File: src/rtl/inst_fetch_decode_pkg.sv
// inst_fetch_decode_pkg
//   Shared RV32I encodings for the fetch/decode front end and the datapath.
//   Holds the opcode values, the instruction-format, ALU-operation and
//   branch-condition encodings, the fetch FSM state type, the decoded bundle
//   struct and a helper that maps funct3/inst[30] to an ALU operation.
package inst_fetch_decode_pkg;

  localparam logic [6:0] OPC_OP     = 7'b0110011;
  localparam logic [6:0] OPC_OP_IMM = 7'b0010011;
  localparam logic [6:0] OPC_LOAD   = 7'b0000011;
  localparam logic [6:0] OPC_JALR   = 7'b1100111;
  localparam logic [6:0] OPC_STORE  = 7'b0100011;
  localparam logic [6:0] OPC_BRANCH = 7'b1100011;
  localparam logic [6:0] OPC_LUI    = 7'b0110111;
  localparam logic [6:0] OPC_AUIPC  = 7'b0010111;
  localparam logic [6:0] OPC_JAL    = 7'b1101111;

  typedef enum logic [2:0] {
    TYPE_R   = 3'b000,
    TYPE_I   = 3'b001,
    TYPE_S   = 3'b010,
    TYPE_B   = 3'b011,
    TYPE_U   = 3'b100,
    TYPE_J   = 3'b101,
    TYPE_BAD = 3'b111
  } inst_type_e;

  typedef enum logic [3:0] {
    ALU_ADD  = 4'b0000,
    ALU_SUB  = 4'b0001,
    ALU_AND  = 4'b0010,
    ALU_OR   = 4'b0011,
    ALU_XOR  = 4'b0100,
    ALU_SLL  = 4'b0101,
    ALU_SRL  = 4'b0110,
    ALU_SRA  = 4'b0111,
    ALU_SLT  = 4'b1000,
    ALU_SLTU = 4'b1001
  } alu_op_e;

  typedef enum logic [2:0] {
    BR_NONE = 3'b000,
    BR_BEQ  = 3'b001,
    BR_BNE  = 3'b010,
    BR_BLT  = 3'b011,
    BR_BGE  = 3'b100,
    BR_BLTU = 3'b101,
    BR_BGEU = 3'b110
  } branch_e;

  typedef enum logic [1:0] {
    ST_IDLE = 2'b00,
    ST_REQ  = 2'b01,
    ST_WAIT = 2'b10,
    ST_OUT  = 2'b11
  } fetch_state_e;

  typedef struct packed {
    logic [6:0]  imm_b_msb;
    logic [4:0]  imm_b_lsb;
    logic [11:0] imm_i;
    logic [19:0] imm_j;
    logic [19:0] imm_u;
    logic [6:0]  imm_s_msb;
    logic [4:0]  imm_s_lsb;
    logic [4:0]  rd;
    logic [4:0]  rs1;
    logic [4:0]  rs2;
    alu_op_e     alu_ctrl;
    logic        shamt_en;
    branch_e     branch_ctrl;
    logic        jump_ctrl;
    logic        reg_write;
    inst_type_e  inst_type;
    logic        illegal;
  } decode_t;

  // Register-register ops honour inst[30] for SUB; immediate ops only for SRAI
  // (ADDI has no subtract form, inst[30] there is immediate data).
  function automatic alu_op_e alu_from_funct3(input logic [2:0] funct3,
                                              input logic       alt,
                                              input logic       is_reg);
    alu_op_e op;
    case (funct3)
      3'b000:  op = (alt && is_reg) ? ALU_SUB : ALU_ADD;
      3'b001:  op = ALU_SLL;
      3'b010:  op = ALU_SLT;
      3'b011:  op = ALU_SLTU;
      3'b100:  op = ALU_XOR;
      3'b101:  op = alt ? ALU_SRA : ALU_SRL;
      3'b110:  op = ALU_OR;
      default: op = ALU_AND;
    endcase
    return op;
  endfunction

endpackage

File: src/rtl/riscv_decoder.sv
// riscv_decoder
//   Purely combinational RV32I decoder producing the bundle registered by
//   inst_fetch_decode.
//   Ports:
//     inst  in  32          instruction word
//     dec   out decode_t    immediate fields, register indices and controls
module riscv_decoder
  import inst_fetch_decode_pkg::*;
(
  input  logic [31:0] inst,
  output decode_t     dec
);

  logic [6:0] opcode;
  logic [2:0] funct3;

  assign opcode = inst[6:0];
  assign funct3 = inst[14:12];

  always_comb begin
    dec           = '0;
    // Field slices are emitted for every instruction; the datapath picks the
    // ones relevant to inst_type.
    dec.imm_b_msb = inst[31:25];
    dec.imm_b_lsb = inst[11:7];
    dec.imm_i     = inst[31:20];
    dec.imm_j     = inst[31:12];
    dec.imm_u     = inst[31:12];
    dec.imm_s_msb = inst[31:25];
    dec.imm_s_lsb = inst[11:7];
    dec.rd        = inst[11:7];
    dec.rs1       = inst[19:15];
    dec.rs2       = inst[24:20];
    dec.alu_ctrl    = ALU_ADD;
    dec.branch_ctrl = BR_NONE;
    dec.inst_type   = TYPE_BAD;

    case (opcode)
      OPC_OP: begin
        dec.inst_type = TYPE_R;
        dec.reg_write = 1'b1;
        dec.alu_ctrl  = alu_from_funct3(funct3, inst[30], 1'b1);
      end
      OPC_OP_IMM: begin
        dec.inst_type = TYPE_I;
        dec.reg_write = 1'b1;
        dec.alu_ctrl  = alu_from_funct3(funct3, inst[30], 1'b0);
        dec.shamt_en  = (funct3 == 3'b001) || (funct3 == 3'b101);
      end
      OPC_LOAD: begin
        dec.inst_type = TYPE_I;
        dec.reg_write = 1'b1;
      end
      OPC_JALR: begin
        dec.inst_type = TYPE_I;
        dec.reg_write = 1'b1;
        dec.jump_ctrl = 1'b1;
      end
      OPC_STORE: begin
        dec.inst_type = TYPE_S;
      end
      OPC_BRANCH: begin
        dec.inst_type = TYPE_B;
        dec.alu_ctrl  = ALU_SUB;
        case (funct3)
          3'b000:  dec.branch_ctrl = BR_BEQ;
          3'b001:  dec.branch_ctrl = BR_BNE;
          3'b100:  dec.branch_ctrl = BR_BLT;
          3'b101:  dec.branch_ctrl = BR_BGE;
          3'b110:  dec.branch_ctrl = BR_BLTU;
          3'b111:  dec.branch_ctrl = BR_BGEU;
          default: dec.illegal     = 1'b1;
        endcase
      end
      OPC_LUI, OPC_AUIPC: begin
        dec.inst_type = TYPE_U;
        dec.reg_write = 1'b1;
      end
      OPC_JAL: begin
        dec.inst_type = TYPE_J;
        dec.reg_write = 1'b1;
        dec.jump_ctrl = 1'b1;
      end
      default: begin
        dec.illegal = 1'b1;
      end
    endcase
  end

endmodule

File: src/rtl/inst_fetch_decode.sv
// inst_fetch_decode
//   Single-outstanding instruction fetch unit with registered decode bundle.
//   Holds the PC, the IDLE/REQ/WAIT/OUT fetch FSM, the kill flag used to drop
//   a response made stale by a redirect, and the output bundle registers.
//   Ports:
//     clk, rst_n                 clock, asynchronous active-low reset
//     imem_req, imem_addr        one-cycle fetch strobe and word address
//     imem_rvalid, imem_rdata    instruction memory response
//     redirect_valid/_pc         taken branch/jump from the datapath
//     out_valid, out_ready       bundle handshake
//     imm_*, rd, rs1, rs2        instruction fields
//     alu_ctrl, shamt_en, branch_ctrl, jump_ctrl, reg_write,
//     inst_type, illegal         decoded controls
module inst_fetch_decode
  import inst_fetch_decode_pkg::*;
#(
  parameter logic [31:0] RESET_PC = 32'h0000_0000
) (
  input  logic        clk,
  input  logic        rst_n,
  output logic        imem_req,
  output logic [31:0] imem_addr,
  input  logic        imem_rvalid,
  input  logic [31:0] imem_rdata,
  input  logic        redirect_valid,
  input  logic [31:0] redirect_pc,
  output logic        out_valid,
  input  logic        out_ready,
  output logic [6:0]  imm_B_MSB,
  output logic [4:0]  imm_B_LSB,
  output logic [11:0] imm_I,
  output logic [19:0] imm_J,
  output logic [19:0] imm_U,
  output logic [6:0]  imm_S_MSB,
  output logic [4:0]  imm_S_LSB,
  output logic [4:0]  rd,
  output logic [4:0]  rs1,
  output logic [4:0]  rs2,
  output logic [3:0]  alu_ctrl,
  output logic        shamt_en,
  output logic [2:0]  branch_ctrl,
  output logic        jump_ctrl,
  output logic        reg_write,
  output logic [2:0]  inst_type,
  output logic        illegal
);

  fetch_state_e state_q, state_d;
  logic [31:0]  pc_q, pc_d;
  logic         kill_q, kill_d;
  decode_t      bundle_q, bundle_d;
  decode_t      dec;

  riscv_decoder u_riscv_decoder (
    .inst (imem_rdata),
    .dec  (dec)
  );

  // State register: all control and bundle flops clear asynchronously so the
  // outputs go quiet before the next clock edge.
  always_ff @(posedge clk or negedge rst_n) begin
    if (!rst_n) begin
      state_q  <= ST_IDLE;
      pc_q     <= RESET_PC;
      kill_q   <= 1'b0;
      bundle_q <= '0;
    end else begin
      state_q  <= state_d;
      pc_q     <= pc_d;
      kill_q   <= kill_d;
      bundle_q <= bundle_d;
    end
  end

  // Next-state logic
  always_comb begin
    state_d  = state_q;
    pc_d     = pc_q;
    kill_d   = kill_q;
    bundle_d = bundle_q;
    case (state_q)
      ST_IDLE: begin
        state_d = ST_REQ;
      end
      ST_REQ: begin
        state_d = ST_WAIT;
        // The strobe has already gone out this cycle, so its response must
        // be dropped before refetching from the new PC.
        if (redirect_valid) begin
          pc_d   = redirect_pc;
          kill_d = 1'b1;
        end
      end
      ST_WAIT: begin
        if (redirect_valid) begin
          pc_d = redirect_pc;
          if (imem_rvalid) begin
            // Stale response lands with the redirect: nothing left in flight.
            kill_d  = 1'b0;
            state_d = ST_REQ;
          end else begin
            kill_d  = 1'b1;
          end
        end else if (imem_rvalid) begin
          if (kill_q) begin
            kill_d  = 1'b0;
            state_d = ST_REQ;
          end else begin
            bundle_d = dec;
            state_d  = ST_OUT;
          end
        end
      end
      ST_OUT: begin
        // Redirect wins over a same-cycle accept; the sequential PC is lost.
        if (redirect_valid) begin
          pc_d    = redirect_pc;
          state_d = ST_REQ;
        end else if (out_ready) begin
          pc_d    = pc_q + 32'd4;
          state_d = ST_REQ;
        end
      end
      default: begin
        state_d = ST_IDLE;
      end
    endcase
  end

  // Output logic
  always_comb begin
    imem_req    = (state_q == ST_REQ);
    imem_addr   = {pc_q[31:2], 2'b00};
    out_valid   = (state_q == ST_OUT);
    imm_B_MSB   = bundle_q.imm_b_msb;
    imm_B_LSB   = bundle_q.imm_b_lsb;
    imm_I       = bundle_q.imm_i;
    imm_J       = bundle_q.imm_j;
    imm_U       = bundle_q.imm_u;
    imm_S_MSB   = bundle_q.imm_s_msb;
    imm_S_LSB   = bundle_q.imm_s_lsb;
    rd          = bundle_q.rd;
    rs1         = bundle_q.rs1;
    rs2         = bundle_q.rs2;
    alu_ctrl    = bundle_q.alu_ctrl;
    shamt_en    = bundle_q.shamt_en;
    branch_ctrl = bundle_q.branch_ctrl;
    jump_ctrl   = bundle_q.jump_ctrl;
    reg_write   = bundle_q.reg_write;
    inst_type   = bundle_q.inst_type;
    illegal     = bundle_q.illegal;
  end

endmodule

File: config.mk
export PLATFORM = sky130hd
export DESIGN_NAME = inst_fetch_decode
export DESIGN_NICKNAME = d
export VERILOG_FILES = /design/src/rtl/inst_fetch_decode_pkg.sv /design/src/rtl/riscv_decoder.sv /design/src/rtl/inst_fetch_decode.sv
export SDC_FILE = /design/constraint.sdc
export NUM_CORES = 1
export LEC_CHECK = 0
export ABC_AREA = 1
export BUFFER_PORTS_ARGS = -buffer_cell sky130_fd_sc_hd__buf_2
export CORE_MARGIN = 2
export CORE_UTILIZATION = 25
export CTS_BUF_LIST = sky130_fd_sc_hd__clkbuf_4 sky130_fd_sc_hd__clkbuf_8
export DETAILED_ROUTE_END_ITERATION = 10
export HOLD_SLACK_MARGIN = 0.12
export PLACE_DENSITY = 0.55
export REMOVE_ABC_BUFFERS = 1
export SYNTH_ARGS = -nofsm -noshare
export SYNTH_HDL_FRONTEND = slang
export SYNTH_SLANG_ARGS = --single-unit
File: constraint.sdc
create_clock -name clk -period 3.6 [get_ports clk]
set_input_delay 0.18 -clock clk [delete_from_list [all_inputs] [get_ports clk]]
set_output_delay 0.18 -clock clk [all_outputs]
set_load 0.02 [all_outputs]
**Word-level counts from Yosys, hierarchy flattened**

Cells that the tools add are included.
Widths: inputs -> output; s select.

- Register bits: 103
- Output and inout bits: 139
- Input bits: 69
- Logic and storage cells: 88

- Equal/unequal tests: 24
- Multiplexer cells: 29
- Reduce and logical (&&, ||, !) cells: 16
- $add $sub $neg: 1
- Bitwise logic cells: 2

Operators by type and width:

| kind | number |
|---|---|
| $mux 32 | 3 |
| $pmux 32 s2 | 1 |
| $pmux 4 s7 | 2 |
| $pmux 3 s6 | 2 |
| $add 32x3->32 const B | 1 |
| $eq 7x6->1 const B | 3 |
| $eq 7x7->1 const B | 3 |
| $eq 7x5->1 const B | 2 |
| $eq 3x3->1 const B | 4 |
| $mux 2 | 6 |
| $pmux 4 s3 | 1 |
| $mux 1 | 10 |
| $pmux 2 s4 | 1 |
| $reduce_or 8->1 | 1 |
| $eq 7x2->1 const B | 1 |
| $reduce_or 7->1 | 1 |
| $eq 3x2->1 const B | 2 |
| $reduce_and 3->1 | 2 |
| $reduce_or 2->1 | 3 |
| $reduce_or 6->1 | 1 |
| $eq 2x2->1 const B | 2 |
| $ne 2x1->1 const B | 2 |
| $pmux 1 s2 | 2 |
| $reduce_and 4->1 | 1 |
| 13 further kinds | 15 |

**Logic depth before layout (Yosys ltp)**

- Depth in word-level cells: 4
- Gate-level depth with buffers: 11
- Depth with buffers taken out: 10

**Hierarchy**

From an unflattened synthesis, not the netlist that was laid out.

- Cells, all modules: 802
- Area, all modules: 7696.1 µm²

Modules (own cells, without submodules):

| module | area each (µm²) | cells an instance | seq. area each (µm²) | times used |
|---|---|---|---|---|
| inst_fetch_decode | 6695.2 | 649 | 3453.3 | 1 |
| riscv_decoder | 1001.0 | 153 | 0.0 | 1 |

**Least setup slack after synthesis**

No wires, ideal clock.

- Path type: reg2reg
- Start: reg pc_q[3]
- End: reg pc_q[26]
- Clock period less this slack: 1592 ps
- Data arrival time: 1476 ps
- Stages on the path, launching flop included: 11
- Library setup time: 117 ps
- Setup slack: 2008 ps
- Path buffers: 0
- Required time: 3483 ps
- Cells stage by stage: dfrtp_1 > ha_1 > nand2_1 > nor2_1 > nand2_1 > inv_1 > nand2_1 > nand2_1 > nand3_1 > nand2_1 > nand2_1

- Longest elaborated chain between the ends: 4

Ends and longest elaborated chain:

| element | line | RTL |
|---|---|---|
| from (decl) | inst_fetch_decode.sv:49 | `logic [31:0] pc_q, pc_d;` |
| from (signal assigned) | inst_fetch_decode.sv:69 | `pc_q <= pc_d;` |
| $add 32x3->32 | inst_fetch_decode.sv:120 | `pc_d = pc_q + 32'd4;` |
| $mux 32 | inst_fetch_decode.sv:119 | `end else if (out_ready) begin` |
| $mux 32 | inst_fetch_decode.sv:116 | `if (redirect_valid) begin` |
| $pmux 32 s2 | inst_fetch_decode.sv:81 | `case (state_q)` |

No other way between the ends. The select of a mux whose other input is x is not followed.
A chain may end at the register's enable or synchronous reset.

**Worst setup path after layout**

- Start: reg state_q[0]
- End: reg pc_q[14]

- Longest elaborated chain between the ends: 4
- Elaborated cells between the ends (all ways): 9
- Classes of those cells: eq/ne: 5; mux: 1; reduce/logical: 3

Ends and longest elaborated chain:

| element | line | RTL |
|---|---|---|
| from (decl) | inst_fetch_decode.sv:48 | `fetch_state_e state_q, state_d;` |
| from (signal assigned) | inst_fetch_decode.sv:68 | `state_q <= state_d;` |
| $eq 2x1->1 or $eq 2x2->1 (tied branches) | inst_fetch_decode.sv:81 |  |
| $reduce_or 2->1 (no line) | - |  |
| $ne 2x1->1 (no line) or $reduce_bool 2->1 (tied branches) | - |  |
| $reduce_and 3->1 (no line) | - |  |

Parallel ways exist; a longest one is shown, timed or not.

==> run_results.csv <==
group,metric,value,unit
status,outcome,"finished, final reports clean",
critical_path,cpPeakStageDelay,0.81,ns
sta,slew_violations,0,
global_routing,grt_pass1_vias,4662,
critical_path,cp_data_required_time,3.87,ns
placement,hpwl,10.7,mm
critical_path,crit_path_end,"pc_q[14]",
sta,tightest_slew,1.06,ns
route,post-route-drc-count,0,
critical_path,r2r_end,"pc_q[14]",
power_and_ir_drop,combPwrFrac,54.0,%
final_layout,fillers,2047,
route,drt_first_iter_violations,186,
placement,io_buffers,203,
clock_network,cts_tree,"built",
die,die_y,142,um
sta,final_hold_viol_count,0,
placement,dpl_cell_area,5520,sq um
power_and_ir_drop,p_clk_share,14.1,%
clock_network,post-cts-setup-buffers,0,
die,dieArea,20300,sq um
final_layout,layout_commonest_cell,"nand2_1",
die,die_w,142,um
critical_path,cp-start-kind,"flop",
clock_network,cts_buffers,9,
power_and_ir_drop,pwr_density_cell,799,nW/um^2
die,rows,50,
clock_network,htree_levels,3,
synth,synth.distinct_cells,31,
clock_network,root_buffer,"clkbuf_8",
synth,syn_avg_cell_area,6.69,sq um
clock_network,cts_sinks,72,
critical_path,ff2ff_setup_slack,0.80,ns
global_routing,grt-ovfl-total,0,
power_and_ir_drop,swShare,52.6,%
power_and_ir_drop,power_leakage,0.00334,uW
synth,synth_seq_cells,72,
placement,routabilityCongestion,0.854,
power_and_ir_drop,internal_power,2300,uW
final_layout,syn2layout_area_growth,27.0,%
critical_path,crit_fanout,41,
job,maxCapViolations,0,
final_layout,diodes,0,
clock_network,clkTransAtPathRegs,0.08,ns
power_and_ir_drop,seq_power_share,31.9,%
global_routing,antenna_found_initial,0,
die,core_region_area,18800,sq um
critical_path,rr_worst_depth,9,
sta,fin_setup_tns,0,ns
synth,syn_area,4790,sq um
clock_network,clock_path_buffers,2,
sta,finalSetupViolations,0,
global_routing,grt.total_usage,14.6,%
clock_network,clkLatencyLatePin,0.37,ns
sta,fin_crit,2.80,ns
hold_path,holdCritPathClass,"in2reg",
critical_path,cpMaxStageDelayCell,"o21ai_4",
critical_path,cp-startpoint,"state_q[0]",
route,routed_wl,14.6,mm
final_layout,drive_gt1_share,27.2,%
die,io_pins,208,
final_layout,final_area,6080,sq um
power_and_ir_drop,p_switching,2560,uW
sta,fin_crit_sh,77.8,%
critical_path,crit_top_cell,"inv_1",
die,initial_core_util,25.5,%
hold_path,worstHoldStart,"redirect_pc[9]",
critical_path,critPathArrivalTime,3.07,ns
route,vias,4930,
critical_path,cp-end-kind,"flop",
route,drt_first_pass_iters,5,
route,viasPerCell,4.41,
critical_path,r2r_start,"state_q[0]",
critical_path,critPathKind,"reg2reg",
sta,rsz0062_at_grt,"no",
power_and_ir_drop,ir_drop,361,uV
sta,skew,0.0108,ns
final_layout,nets,954,
synth,seq_area_frac_synth,37.6,%
sta,fmax,357,MHz
global_routing,grt_pass1_wl,23.4,mm
route,wire_per_inst,13.0,um
sta,slew_headroom,29.1,%
synth,synthCells,716,
global_routing,grt_start_max_net_pins,73,
route,ant_nets,0,
synth,yosysWarnings,0,
final_layout,final_cell_mix,"254 x nand2_1, 202 x buf_2, 110 x nor2_1",
critical_path,path_cells,"inv_1 > ha_1 > inv_1 > o21ai_4 > inv_1 > o21ai_0 > nand2_1 > nand2_1 > inv_1",
cells in the mapped netlist:
cell,n,area [sq um]
nand4_1,6,37.5
buf_2,12,60.1
clkbuf_1,6,22.5
or2_2,3,18.8
nor3_4,1,16.3
o21ai_1,1,5.00
nor2_4,2,22.5
o21a_1,1,7.51
buf_1,2,7.51
nand2_2,6,37.5
inv_1,53,199
nand3_1,42,210
a31oi_1,2,12.5
o21bai_2,1,11.3
ha_1,5,62.6
xnor2_1,1,8.76
nor3_1,1,5.00
nor2_1,110,413
o211ai_1,1,7.51
dfrtp_1,72,1800
o31ai_1,3,22.5
conb_1,1,3.75
o22ai_1,4,25.0
o21ai_0,33,165
nand3_2,1,10.0
buf_4,69,518
inv_2,1,3.75
o21bai_1,2,15.0
nor2_2,4,25.0
a21oi_1,16,80.1
nand2_1,254,953
worst max-delay path, delay by kind of cell, from the launching register on:
kind / cells / cell delay (ns)
buf+inv: 4 / 0.77
flops: 1 / 0.42
compound gates: 2 / 1.02
fa+ha+maj: 1 / 0.33
simple gates: 2 / 0.14
worst min-delay path by stage:
stage | to | depth (start not counted) | slack, ns
floorplan | alu_ctrl[0] | 0 | -0.12
global placement | imm_I[0] | 3 | 0.37
detailed placement | rd[0] | 3 | 0.38
CTS | alu_ctrl[0] | 4 | 0.12
global route | pc_q[6] | 3 | 0.15
finish | pc_q[9] | 3 | 0.14
per-stage QoR:
| stage | util, % | hold WS, ns | cells | setup slack, ns | power, uW |
|---|---|---|---|---|---|
| floorplan | - | -0.116 | 628 | 0.399 | 3180 |
| global route | 32.4 | 0.153 | 1119 | 0.459 | 5260 |
| CTS | 32.4 | 0.120 | 1119 | 0.738 | 4910 |
| finish | 32.4 | 0.143 | 1119 | 0.800 | 4860 |
| detailed placement | 29.4 | 0.377 | 1067 | 0.767 | 4170 |
| global placement | 29.4 | 0.372 | 1067 | 0.802 | 4150 |
area by class of cell:
class | instances | area (sq um) | area share, %
clock inverter | 6 | 70.1 | 1.15
inverter | 54 | 203 | 3.33
timing repair buffer | 241 | 1390 | 22.9
sequential | 72 | 1800 | 29.6
multi-input combinational | 502 | 2190 | 36.0
clock buffer | 10 | 131 | 2.16
tap | 234 | 293 | 4.81
per-layer routing:
layer / up-vias / share of wire, % / GRT usage, %
met3: 15 / 7.1 / 3.77
met5: - / 0 / 0
met2: 197 / 48 / 25.6
met1: 2234 / 44 / 17.6
met4: 0 / 1.7 / 4.22
li1: 2484 / - / -
cell families (layout without fill, tap and decap cells):
logic type | after synthesis | after routing | synth area share, %
flip-flops | 72 | 72 | 37.6
XOR/XNOR | 1 | 1 | 0.183
other | 1 | 2 | 0.0783
adder cells (fa/ha/maj) | 5 | 5 | 1.31
AND/OR/NAND/NOR | 430 | 430 | 36.5
AO/OA/AOI/OAI | 64 | 64 | 7.34
buffers and inverters | 143 | 311 | 16.9
what timing repair did:
action / 4_1_cts / 5_1_grt
hold buffers: 36 / 0
setup endpoints to repair: 0 / 0
gates resized for setup: 0 / 0
hold endpoints to repair: 109 / 0
state kept, by name, indices dropped and copies added (netlist names):
| register | cells |
|---|---|
| imm_I | 12 |
| inst_type | 3 |
| pc_q | 30 |
| illegal | 1 |
| state_q | 2 |
| shamt_en | 1 |
| reg_write | 1 |
| rd | 5 |
| alu_ctrl | 4 |
| branch_ctrl | 3 |
| imm_U | 8 |
| kill_q | 1 |
| jump_ctrl | 1 |
power by group through the flow:
stage               registers (uW)  clock network [uW]  logic (uW)
finish                        1550                 684        2620
global route                  1610                 742        2900
CTS                           1550                 714        2650
detailed placement            1560                   0        2610
global placement              1560                   0        2590
floorplan                     2200                   0         975
Note: power is estimated with default switching activity, not from simulation.
